**src/rtl/bithub_link_pkg.sv**
```systemverilog
// bithub_link_pkg: shared state encoding for the link session controller
package bithub_link_pkg;
  localparam int STATE_W = 3;
  typedef enum logic [STATE_W-1:0] {
    S_IDLE    = 3'd0,
    S_ATTEST  = 3'd1,
    S_KEYREQ  = 3'd2,
    S_ACTIVE  = 3'd3,
    S_REKEY   = 3'd4,
    S_LOCKOUT = 3'd5
  } state_t;
endpackage

```
**src/rtl/bithub_phase_timer.sv**
```systemverilog
// bithub_phase_timer: free-running phase timer with clear and terminal-count flag
module bithub_phase_timer #(
  parameter int CYC = 1024
) (
  input  logic clk,
  input  logic rst,
  input  logic clr,
  output logic tc
);
  localparam int W = $clog2(CYC);
  logic [W-1:0] cnt;
  // count cycles spent in the current phase, restarting on clear
  always_ff @(posedge clk)
    if (rst || clr) cnt <= '0;
    else cnt <= cnt + W'(1);
  assign tc = cnt == W'(CYC - 1);
endmodule

```
**src/rtl/bithub_link_session_ctrl.sv**
```systemverilog
// bithub_link_session_ctrl: session sequencer gating the secure link on HSM handshake state
import bithub_link_pkg::*;
module bithub_link_session_ctrl #(
  parameter int TIMEOUT_CYC  = 1024,
  parameter int MAX_RETRY    = 3,
  parameter int REKEY_PKTS   = 65536,
  parameter int REPLAY_LIMIT = 8
) (
  input  logic        clk,
  input  logic        rst,
  input  logic        gov_enable,
  input  logic        id_ok,
  input  logic        key_ok,
  input  logic        tx_pkt_done,
  input  logic        replay_evt,
  input  logic        rekey_force,
  input  logic        clear_fault,
  output logic        id_req,
  output logic        key_req,
  output logic        key_zeroize,
  output logic        link_en,
  output logic        fault,
  output logic [2:0]  state,
  output logic [1:0]  retry_cnt,
  output logic [15:0] sess_cnt
);
  localparam int PW = $clog2(REKEY_PKTS + 1);
  localparam int RW = $clog2(REPLAY_LIMIT + 1);
  state_t st, st_nxt;
  logic tmr_tc, tmr_clr, retry_hit, sess_inc, zq, clr_cnt;
  logic [1:0] retry_nxt, retry_inc;
  logic [PW-1:0] pkt_cnt, pkt_inc;
  logic [RW-1:0] rpl_cnt, rpl_inc;
  assign retry_inc = retry_cnt + 2'd1;
  assign retry_hit = retry_inc == 2'(MAX_RETRY);
  assign pkt_inc = pkt_cnt + PW'(tx_pkt_done);
  assign rpl_inc = rpl_cnt + RW'(replay_evt);
  assign tmr_clr = (st_nxt != st) || tmr_tc;
  bithub_phase_timer #(.CYC(TIMEOUT_CYC)) u_tmr (
    .clk(clk),
    .rst(rst),
    .clr(tmr_clr),
    .tc (tmr_tc)
  );
  // next-state selection; gov_enable low overrides everything except lockout
  always_comb begin
    st_nxt = st;
    retry_nxt = retry_cnt;
    sess_inc = 1'b0;
    zq = 1'b0;
    clr_cnt = 1'b0;
    case (st)
      S_IDLE:
        if (gov_enable) begin
          st_nxt = S_ATTEST;
          retry_nxt = 2'd0;
        end
      S_ATTEST:
        if (!gov_enable) st_nxt = S_IDLE;
        else if (id_ok) st_nxt = S_KEYREQ;
        else if (tmr_tc) begin
          retry_nxt = retry_inc;
          st_nxt = retry_hit ? S_LOCKOUT : S_ATTEST;
        end
      S_KEYREQ:
        if (!gov_enable) begin
          st_nxt = S_IDLE;
          zq = 1'b1;
        end else if (!id_ok) st_nxt = S_ATTEST;
        else if (key_ok) begin
          st_nxt = S_ACTIVE;
          sess_inc = 1'b1;
          retry_nxt = 2'd0;
          clr_cnt = 1'b1;
        end else if (tmr_tc) begin
          retry_nxt = retry_inc;
          st_nxt = retry_hit ? S_LOCKOUT : S_KEYREQ;
          zq = retry_hit;
        end
      S_ACTIVE: begin
        st_nxt = !gov_enable ? S_IDLE :
                 rpl_inc == RW'(REPLAY_LIMIT) ? S_LOCKOUT :
                 !id_ok ? S_ATTEST :
                 !key_ok ? S_KEYREQ :
                 (pkt_inc == PW'(REKEY_PKTS) || rekey_force) ? S_REKEY : S_ACTIVE;
        zq = st_nxt != S_ACTIVE && st_nxt != S_KEYREQ;
      end
      S_REKEY:
        if (!gov_enable || tmr_tc) begin
          st_nxt = !gov_enable ? S_IDLE : S_LOCKOUT;
          zq = 1'b1;
        end else if (!key_ok) begin
          st_nxt = S_KEYREQ;
          retry_nxt = 2'd0;
        end
      S_LOCKOUT:
        if (clear_fault && !gov_enable) st_nxt = S_IDLE;
      default: st_nxt = S_LOCKOUT;
    endcase
  end
  // state, counters and the zeroize pulse, suppressed if it fired last cycle
  always_ff @(posedge clk)
    if (rst) begin
      st <= S_IDLE;
      retry_cnt <= 2'd0;
      sess_cnt <= 16'd0;
      key_zeroize <= 1'b0;
      pkt_cnt <= '0;
      rpl_cnt <= '0;
    end else begin
      st <= st_nxt;
      retry_cnt <= retry_nxt;
      sess_cnt <= sess_cnt + {15'd0, sess_inc};
      key_zeroize <= zq && !key_zeroize;
      pkt_cnt <= clr_cnt ? '0 : st == S_ACTIVE ? pkt_inc : pkt_cnt;
      rpl_cnt <= clr_cnt ? '0 : st == S_ACTIVE ? rpl_inc : rpl_cnt;
    end
  assign state = st;
  assign id_req = st == S_ATTEST;
  assign key_req = st == S_KEYREQ;
  assign link_en = st == S_ACTIVE;
  assign fault = st == S_LOCKOUT;
endmodule

```
**config.mk**
```make
export PLATFORM = sky130hd
export DESIGN_NAME = bithub_link_session_ctrl
export DESIGN_NICKNAME = d
export VERILOG_FILES = /design/src/rtl/bithub_link_pkg.sv /design/src/rtl/bithub_phase_timer.sv /design/src/rtl/bithub_link_session_ctrl.sv
export SDC_FILE = /design/constraint.sdc
export NUM_CORES = 1
export LEC_CHECK = 0
export ABC_AREA = 1
export CORE_ASPECT_RATIO = 0.75
export CORE_UTILIZATION = 36
export DETAILED_ROUTE_END_ITERATION = 10
export MAX_ROUTING_LAYER = met4
export PLACE_DENSITY_LB_ADDON = 0.25
export SLEW_MARGIN = 20
export SYNTH_ARGS = -nofsm -noshare
export SYNTH_HDL_FRONTEND = slang
export SYNTH_SLANG_ARGS = --single-unit
```
**constraint.sdc**
```tcl
create_clock -name clk -period 2.9 [get_ports clk]
set_input_delay 0.29 -clock clk [delete_from_list [all_inputs] [get_ports clk]]
set_output_delay 0.29 -clock clk [all_outputs]
set_load 0.005 [all_outputs]
```
==> metrics <==
# rows=28; final WL=approximately 7700 um; post-layout util=0.480; dpl hpwl=5720 um; Clock Tree Buf Depth=2; Synth Register Bits=53; worst setup path end=sess_cnt[14]; total CTS buffers=5; vias in the first global route=2744; Synth area leaders=dfxtp_1, nand2_1, inv_1, a21oi_1, nor2_1; HP Class=reg -> reg; Worst-Margin Slew=0.623 ns; GRT overflow=0; final worst slack=0.131 ns; period utilization=0.955; Net Sw Frac=0.220; RSZ-0062 raised after global routing=true; H-tree depth=2; switching pwr=about 0.00034 W; via count=~3.0k; warnings from Yosys=0; crit-path max FO=3; Max Cap Viol=0; pin count of the biggest net entering global routing=23; clk_lat worst skew=0.29 ns; Most used DFF post-synth=dfxtp_1; Post-DP Area=3660 sq um; area growth from synthesis to layout=26.1%; hold slack=0.467 ns; CTS tree=done; CP required=3.07 ns; status=finished clean; Port-buffer cells=34; Diodes inserted=0; DP Worst Slack=-0.174 ns; most instantiated cells after synthesis=nand2_1, inv_1, dfxtp_1; count leader, synth=nand2_1; Pwr Density=398 nW/um^2; r2r startpoint=state[1]; EDFF count, synth=0; die area=8940 sq um; vias per std cell=4.89; Clk pwr share=0.452; Initial Util=0.381; Final ANT Viol Nets=0; Die Y=slightly above 80 um; Cell Count, Final, Fillers Out=618; CTS root buffer=clkbuf_16; initial drt markers=243; P_int=0.00121 W; fillcell total=795; worst vdd ir=0.000199 V; final hold violations=0; Cells after DPL=a little over 600; Critical Path Source Type=flop; initial antenna violation count=0; critical path class=reg -> reg; FF-to-FF setup slack=0.13 ns; FFs w/ async S/R, synth=0; gpl congestion=0.888; first-pass GRT wire length=12900 um; Core Region=8090 sq um; synthesized area=roughly 3000 sq um; mean post-synth cell area=between 6 and 7 sq um; Register-to-Register Path Depth=21; IO Count=35; clock transition at the registers of the reported paths=0.07 ns; Seq pwr share=0.476; crit end category=flop; DRC Markers=0; Post-Synthesis Cells=460; Crit Reg-Reg Endpoint=sess_cnt[14]; Synth top area share=0.344; Unique masters post-synth=35; maximum clock rate=around 0.36 GHz; Final #Nets=between 500 and 600; DR WL/cell=12.4 um; cell area after layout=3890 sq um; worst setup path start=state[1]; die width=around 110 um; TritonRoute pass-1 iters=5; Slew Viols, Final=0; slew margin rel.=0.583; minimum clock period=2.77 ns; syn nets=477; Sink Count=53; Leakage Power=1.54 nW; share of layout cells above drive strength 1=0.138; Seq/Total Area, Yosys=0.344; GRT Util Overall=0.190; Yosys top cell by area=dfxtp_1; Comb pwr share=0.072; Setup violations, final=0; clock skew=roughly 0.0081 ns; CP arrival=approximately 2.9 ns
## how the worst min path moves through the flow
| stage | from | endpoint | slack [ns] | cells past startpoint |
|---|---|---|---|---|
| global placement | sess_cnt[15] | sess_cnt[15] | 0.45 | 2 |
| detailed placement | sess_cnt[15] | sess_cnt[15] | 0.46 | 2 |
| finish | rpl_cnt[0] | rpl_cnt[0] | 0.47 | 2 |
| CTS | sess_cnt[15] | sess_cnt[15] | 0.47 | 2 |
| global route | pkt_cnt[0] | pkt_cnt[0] | 0.48 | 2 |
| floorplan | key_zeroize | key_zeroize | 0.43 | 1 |
## registers in the layout, summed over array words and instances (netlist names)
signal	flops
state	3
retry_cnt	2
rpl_cnt	4
pkt_cnt	17
sess_cnt	16
key_zeroize	1
u_tmr.cnt	10
## layer usage
metal  global-route usage  vias up  part of all wire
li1                     -     1600                 -
met1                0.280     1347              0.56
met2                0.270       65              0.39
met3               0.0259        8             0.045
met4               0.0486        0             0.010
met5                    -        -                 0
## worst max-delay path, cell delays in order (launching register included)
cell and delay [ns]:
dfxtp_2 0.33, inv_1 0.05, nor2_2 0.10, inv_1 0.07, nor2_2 0.10, inv_1 0.08
nor3_2 0.10, buf_4 0.15, ha_2 0.18, ha_2 0.17, nand2_1 0.06, nor2_1 0.09
inv_1 0.06, nor3_2 0.14, nand2_1 0.11, nor2_2 0.14, nand2_1 0.08, nor2_2 0.15
inv_2 0.07, nor4_4 0.17, and3_1 0.19, nor3_1 0.04
## kinds of logic after synthesis
family                     synth area share
AOI/OAI and AO/OA                     0.129
xor gates and xnor gates             0.0284
adders and majority gates            0.0325
buffers and inverters                0.0974
DFF                                   0.344
and+or+nand+nor                       0.368
## cell type report
cell class                      count  area [sq um]  share of cell area
Clock buffer                        6           139              0.0357
Clock inverter                      2          37.5             0.00966
Inverter                           69           259              0.0666
Multi-Input combinational cell    328          1760               0.453
Sequential cell                    53          1060               0.273
Tap cell                          105           131              0.0338
Timing Repair Buffer               55           498               0.128
## cells in the final DEF, fill, tap and decap left out, types with 2 or more instances in the layout
cell             Yosys  final
nand2_1            102    102
inv_1               67     66
dfxtp_1             53     52
nor2_1              46     43
a21oi_1             38     38
clkdlybuf4s50_1      0     34
nand3_1             27     27
o21ai_0             23     23
buf_4                0     21
nor3_2              10     12
nand4_1             11     11
nor2_2               7     10
nor3_1              12     10
nand3_2              6      6
xor2_1               6      6
ha_1                 8      6
nand2_2              5      5
clkbuf_16            0      5
xnor2_1              4      4
nor4_1               4      3
a211oi_1             3      3
inv_2                1      2
nor3b_1              2      2
o21bai_1             2      2
nand2_4              2      2
o211ai_1             2      2
ha_2                 0      2
## power groups by stage
stage	clock, W	sequential [W]	combinational [W]
floorplan	0	0.000754	0.0000643
global placement	0	0.000754	0.000109
detailed placement	0	0.000754	0.000110
CTS	0.000723	0.000737	0.000111
global route	0.000749	0.000738	0.000124
finish	0.000700	0.000738	0.000111
## metrics by stage
step / power, W / TNS [ns]
after CTS: 0.00157 / 0
final: 0.00155 / 0
after floorplan: 0.000819 / 0
after detailed placement: 0.000864 / -0.174
after global routing: 0.00161 / -0.155
after global placement: 0.000863 / -0.0342
## repair_timing
action,in CTS,in global routing
pin swaps,0,4
hold buffers,0,0
setup endpoints to repair,1,4
gates cloned,0,0
resized for setup,2,8
buffers inserted,0,2
No activity file was read; power rests on OpenSTA's default activity.
